$ cat src/rtl/sdnet_to_mtpsa.sv
// sdnet_to_mtpsa: return-path adapter from the SDNet user2Switch core to the SUME AXIS fabric.
// Each SDNet output tuple (one-cycle VALID pulse) is queued in a small FIFO. The FIFO head
// becomes m_axis_tuser = {digest, tuple[47:0]} and stays constant for every beat of the packet
// it belongs to. The head is popped on the tlast handshake.
// Optional feature macro: MTPSA_DROP_FILTER_EN. When it is defined, packets whose head tuple
// has drop bit[32] set are consumed locally, and a drop_cnt output is added.
module sdnet_to_mtpsa #(
  parameter int C_AXIS_DATA_WIDTH    = 256,
  parameter int C_TUPLE_WIDTH        = 128,
  parameter int DIGEST_WIDTH         = 256,
  parameter int C_M_AXIS_TUSER_WIDTH = 304,
  parameter int TUPLE_FIFO_DEPTH     = 4
) (
  input  logic                              axis_aclk,
  input  logic                              axis_resetn,
  input  logic                              sdnet_tuple_VALID,
  input  logic [C_TUPLE_WIDTH-1:0]          sdnet_tuple_DATA,
  input  logic [DIGEST_WIDTH-1:0]           sdnet_digest_DATA,
  input  logic [C_AXIS_DATA_WIDTH-1:0]      s_axis_tdata,
  input  logic [C_AXIS_DATA_WIDTH/8-1:0]    s_axis_tkeep,
  input  logic                              s_axis_tvalid,
  output logic                              s_axis_tready,
  input  logic                              s_axis_tlast,
  output logic [C_AXIS_DATA_WIDTH-1:0]      m_axis_tdata,
  output logic [C_AXIS_DATA_WIDTH/8-1:0]    m_axis_tkeep,
  output logic [C_M_AXIS_TUSER_WIDTH-1:0]   m_axis_tuser,
  output logic                              m_axis_tvalid,
  input  logic                              m_axis_tready,
  output logic                              m_axis_tlast,
  output logic                              tuple_overflow,
  output logic [31:0]                       pkt_cnt
`ifdef MTPSA_DROP_FILTER_EN
  ,
  output logic [31:0]                       drop_cnt
`endif
);

  localparam int AW = $clog2(TUPLE_FIFO_DEPTH);

  typedef enum logic {ST_SOP, ST_PKT} state_t;

  state_t                          state_q;
  logic [C_M_AXIS_TUSER_WIDTH-1:0] fifo_mem [TUPLE_FIFO_DEPTH];
  logic [AW-1:0]                   wr_ptr;
  logic [AW-1:0]                   rd_ptr;
  logic [AW:0]                     count;
  logic                            head_valid;
  logic                            full;
  logic                            push_ok;
  logic                            pop;
  logic                            s_hs;
  logic                            m_last_hs;
  logic                            head_drop;
  logic [C_M_AXIS_TUSER_WIDTH-1:0] head;
  logic [C_M_AXIS_TUSER_WIDTH-1:0] push_word;
  logic                            unused_tuple_hi;

  // Only the low 48 tuple bits (pkt_len/src/dst/drop/send_dig) travel downstream.
  assign unused_tuple_hi = ^sdnet_tuple_DATA[C_TUPLE_WIDTH-1:48];

  assign push_word  = {sdnet_digest_DATA, sdnet_tuple_DATA[47:0]};
  assign head       = fifo_mem[rd_ptr];
  assign head_valid = (count != '0);
  assign full       = (count == (AW+1)'(TUPLE_FIFO_DEPTH));

`ifdef MTPSA_DROP_FILTER_EN
  assign head_drop = head_valid & head[32];
`else
  assign head_drop = 1'b0;
`endif

  // Beats only move once their tuple is at the FIFO head. A dropped packet is sunk unconditionally.
  assign s_axis_tready = head_valid & (head_drop | m_axis_tready);
  assign m_axis_tvalid = s_axis_tvalid & head_valid & ~head_drop;
  assign m_axis_tdata  = s_axis_tdata;
  assign m_axis_tkeep  = s_axis_tkeep;
  assign m_axis_tlast  = s_axis_tlast;
  assign m_axis_tuser  = head_valid ? head : '0;

  assign s_hs      = s_axis_tvalid & s_axis_tready;
  assign pop       = s_hs & s_axis_tlast;
  assign m_last_hs = m_axis_tvalid & m_axis_tready & s_axis_tlast;
  // A full FIFO still accepts a push when the head leaves in the same cycle.
  assign push_ok   = sdnet_tuple_VALID & (~full | pop);

  // Tuple storage. Data only, so it has no reset; occupancy is tracked by the control pointers.
  always_ff @(posedge axis_aclk) begin
    if (push_ok) fifo_mem[wr_ptr] <= push_word;
  end

  // FIFO pointers and occupancy.
  always_ff @(posedge axis_aclk) begin
    if (!axis_resetn) begin
      wr_ptr <= '0;
      rd_ptr <= '0;
      count  <= '0;
    end else begin
      if (push_ok) wr_ptr <= wr_ptr + 1'b1;
      if (pop)     rd_ptr <= rd_ptr + 1'b1;
      case ({push_ok, pop})
        2'b10:   count <= count + 1'b1;
        2'b01:   count <= count - 1'b1;
        default: count <= count;
      endcase
    end
  end

  // Sticky flag: a tuple arrived while the FIFO was full and nothing was leaving.
  always_ff @(posedge axis_aclk) begin
    if (!axis_resetn)                             tuple_overflow <= 1'b0;
    else if (sdnet_tuple_VALID & full & ~pop)     tuple_overflow <= 1'b1;
  end

  // Packet framing: SOP waits for the first beat; a single-beat packet stays in SOP.
  always_ff @(posedge axis_aclk) begin
    if (!axis_resetn) begin
      state_q <= ST_SOP;
    end else begin
      case (state_q)
        ST_SOP:  if (s_hs & ~s_axis_tlast) state_q <= ST_PKT;
        ST_PKT:  if (pop)                  state_q <= ST_SOP;
        default: state_q <= ST_SOP;
      endcase
    end
  end

  // Count forwarded packets; wraps naturally at 2^32.
  always_ff @(posedge axis_aclk) begin
    if (!axis_resetn)   pkt_cnt <= '0;
    else if (m_last_hs) pkt_cnt <= pkt_cnt + 32'd1;
  end

`ifdef MTPSA_DROP_FILTER_EN
  // Count packets consumed locally because of the drop bit.
  always_ff @(posedge axis_aclk) begin
    if (!axis_resetn)          drop_cnt <= '0;
    else if (pop & head_drop)  drop_cnt <= drop_cnt + 32'd1;
  end
`endif

endmodule

$ cat config.mk
export PLATFORM = sky130hd
export DESIGN_NAME = sdnet_to_mtpsa
export DESIGN_NICKNAME = d
export VERILOG_FILES = /design/src/rtl/sdnet_to_mtpsa.sv
export SDC_FILE = /design/constraint.sdc
export NUM_CORES = 1
export LEC_CHECK = 0
export ABC_AREA = 1
export CORE_AREA = 2 2 504 506
export CTS_CLUSTER_SIZE = 14
export DETAILED_ROUTE_END_ITERATION = 6
export DIE_AREA = 0 0 506 508
export RECOVER_POWER = 50
export SYNTH_ARGS = -nofsm -noshare
export SYNTH_HDL_FRONTEND = slang
export SYNTH_SLANG_ARGS = --single-unit
$ cat constraint.sdc
create_clock -name axis_aclk -period 21.2 [get_ports axis_aclk]
set_input_delay 2.12 -clock axis_aclk [delete_from_list [all_inputs] [get_ports axis_aclk]]
set_output_delay 2.12 -clock axis_aclk [all_outputs]
set_load 0.02 [all_outputs]
==> flow_summary_export.csv <==
group,metric,value,unit
worst_setup_path,critPathMaxFanout,54,
power,p_total,6.00,mW
sta,maxSlewHeadroom,-89.3,%
clocking,cts_root_buf,"clkbuf_16",
floorplan,rows,185,
power,vdd_drop_max,0.0695,mV
clocking,cts_hold_buf,0,
place,postPlaceCellArea,59300,um2
floorplan,die_x,506,um
drt,met1_length,57600,um
global_route,antenna_found_initial,115,
synth,yosys.cell_types.count,33,
synth,yosys-top-cells-area,"edfxtp_1 (71%), nor2_1 (9.4%), buf_4 (4.6%)",
place,dp_slack,13.77,ns
synth,yosysSeqAreaShare,72.7,%
synth,ys.flop_type,"edfxtp_1",
floorplan,fp.coreArea,252000,um2
drt,drtPass1Iterations,5,
sta,hold_violations,0,
final_layout,nets,5249,
run_status,violations,"max-capacitance violations, max-slew violations",
synth,synth_edf_count,1216,
hold_path,min_from,"rd_ptr[1]",
drt,dr_total_vias,33500,
worst_setup_path,critPathBufInv,5,
sta,fin_crit,8.08,ns
clocking,clkLatencyLatePin,0.81,ns
sta,worstMarginPinSlew,2.84,ns
drt,ant_nets,0,
run_status,status,"complete, but fails checks",
floorplan,die_h,508,um
synth,netlist_instances,4254,
hold_path,hold_depth,2,
worst_setup_path,slowest_delay,1.74,ns
worst_setup_path,worst_path_most_repeated_cell,"buf_4",
worst_setup_path,reg2reg_depth,9,
global_route,grt_pass1_vias,31900,
final_layout,seq_area,37400,um2
sta,clock-skew-final,0.0555,ns
drt,wirelength,206000,um
synth,netlist.area_leader.share,71.0,%
floorplan,initial_core_util,20.4,%
final_layout,area_delta_synth_final,24.3,%
power,p_per_area,94.0,nW/um2
worst_setup_path,worstPathCellList,"dlygate4sd3_1 > nand2_1 > inv_1 > nand3_1 > nand4_1 > nand2_1 > nor2_1 > buf_4 > buf_4 > buf_4",
worst_setup_path,slowest_stage,"nor2_1",
sta,rsz0062_at_grt,"no",
worst_setup_path,path_class,"in2reg",
synth,synth_area_leader_cell,"edfxtp_1",
power,p_leak,20.6,nW
drt,wl_per_cell,25.5,um
worst_setup_path,critPathRequiredTime,21.59,ns
synth,synthArstFlopShare,0,%
final_layout,multi_input_area,10500,um2
synth,yosysMostFrequentCell,"nor2_1",
sta,finalSetupTns,0,ns
sta,final-setup-viol-count,0,
place,gp_congestion,1.03,
clocking,cts_htree_levels,4,
worst_setup_path,regToRegSetupSlack,14.63,ns
global_route,grt_pass1_wl,272000,um
worst_setup_path,arrival,8.47,ns
sta,fin_ws,13.12,ns
place,hpwl,149000,um
drt,drc_errors,0,
final_layout,fin_area,63900,um2
worst_setup_path,r2r_start,"count[0]",
sta,fmax,0.124,GHz
clocking,clk_pin_slew,0.05,ns
worst_setup_path,critPathLaunchType,"input pin",
drt,via_per_inst,4.14,
global_route,grt_overflow,0,
synth,ys_warn_count,0,
hold_path,hp-class,"reg2reg",
synth,synth.avg_cell_area,12.1,um2
synth,mappedNetlistArea,51400,um2
clocking,clock_path_buffers,3,
sta,period_share,38.1,%
global_route,grt_max_degree,179,
synth,syn-num-nets,4938,
drt,met2_length,105000,um
drt,dr.max_layer_used,"met5",
synth,synth_common_cells,"nor2_1 (1283), edfxtp_1 (1216), o21ai_0 (393), a21oi_1 (328), buf_4 (312)",
worst_setup_path,worst_r2r_endpoint,"fifo_mem[2][257]",
clocking,post_cts_buffers,0,
synth,ys_seq_elements,1258,
clocking,cts_tree,"yes",
sta,slew_viol_final,84,
clocking,numCtsBuffers,141,
final_layout,final_layout_size_suffix_gt1_share,5.89,%
clocking,cts_resized,0,
place,io_buffers,649,
worst_setup_path,worstSetupEndpointType,"flip-flop",
flow_run,drv_cap,3,
sta,hold_ws,0.461,ns
drt,first_iter_violations,2301,
floorplan,dieArea,257000,um2
global_route,track_usage,15.3,%
drt,met3_length,29700,um
clocking,clock_sinks,1258,
final_layout,fill_cells,26100,
worst_setup_path,crit_family,"simple AND/OR/NAND/NOR gates",
floorplan,ioPinCount,1306,
cell usage in the layout, fill, tap and decap left out, types with 24 or more instances in the layout:
| cell type | instances |
|---|---|
| nor2_1 | 1285 |
| clkdlybuf4s50_1 | 319 |
| dlygate4sd3_1 | 330 |
| dfxtp_1 | 40 |
| o21ai_0 | 397 |
| clkbuf_1 | 31 |
| edfxtp_1 | 1216 |
| nand2_1 | 112 |
| o21ai_1 | 223 |
| buf_4 | 44 |
| inv_1 | 43 |
| clkinv_1 | 24 |
| clkbuf_16 | 142 |
| a21oi_1 | 328 |
| diode_2 | 44 |
worst max-delay path by stage:
stage	slack, ns	endpoint	cells past startpoint	startpoint
final	13.12	fifo_mem[2][257]	10	s_axis_tlast
after global routing	12.58	fifo_mem[2][257]	10	s_axis_tlast
after CTS	13.27	m_axis_tuser[255]	8	flip-flop
after detailed placement	13.77	fifo_mem[3][72]	10	s_axis_tlast
after global placement	13.83	fifo_mem[3][70]	10	s_axis_tlast
after floorplan	4.89	fifo_mem[0][0]	7	s_axis_tlast
per-stage QoR:
step / util (%) / cells
final: 25.3 / 8081
after global routing: 25.3 / 8057
after CTS: 25.3 / 8037
after detailed placement: 23.5 / 7788
after global placement: 23.5 / 7788
after floorplan: - / 4254
kinds of logic after synthesis:
| family | count (synthesis) | share of synthesized area, % |
|---|---|---|
| flip-flops | 1258 | 72.7 |
| AND/OR/NAND/NOR | 1452 | 11.0 |
| AO/OA/AOI/OAI | 950 | 9.26 |
| adder cells (fa/ha/maj) | 6 | 0.161 |
| XOR/XNOR | 5 | 0.0852 |
| buffers and inverters | 583 | 6.81 |
worst reg2reg max path, delay by kind of cell, from the launching register on:
kind / cells / cell delay (ns)
DFF: 1 / 0.37
buffers and inverters: 4 / 2.41
and+or+nand+nor: 5 / 3.36
flip-flops by register name, summed over array words and instances, names as in the netlist, named ones only:
name,flops
pkt_cnt,32
count,3
fifo_mem,1216
wr_ptr,2
tuple_overflow,1
rd_ptr,2
per-layer routing:
| layer | vias to the layer above | GRT usage (%) |
|---|---|---|
| li1 | 15300 | - |
| met1 | 16000 | 12.6 |
| met2 | 1657 | 27.1 |
| met3 | 475 | 9.81 |
| met4 | 52 | 9.06 |
| met5 | - | 0 |
power by group:
part | switching, mW | internal, mW
registers | 0.0251 | 2.85
clock network | 1.03 | 1.36
logic | 0.475 | 0.251
cell type report:
class,count,share of cell area (%)
clock inverter,77,1.39
timing repair buffer,698,10.8
inverter,53,0.347
clock buffer,172,5.76
sequential,1258,58.5
multi-input combinational,2413,16.4
antenna,44,0.172
tap,3366,6.59
No activity file was read; power rests on OpenSTA's default activity.
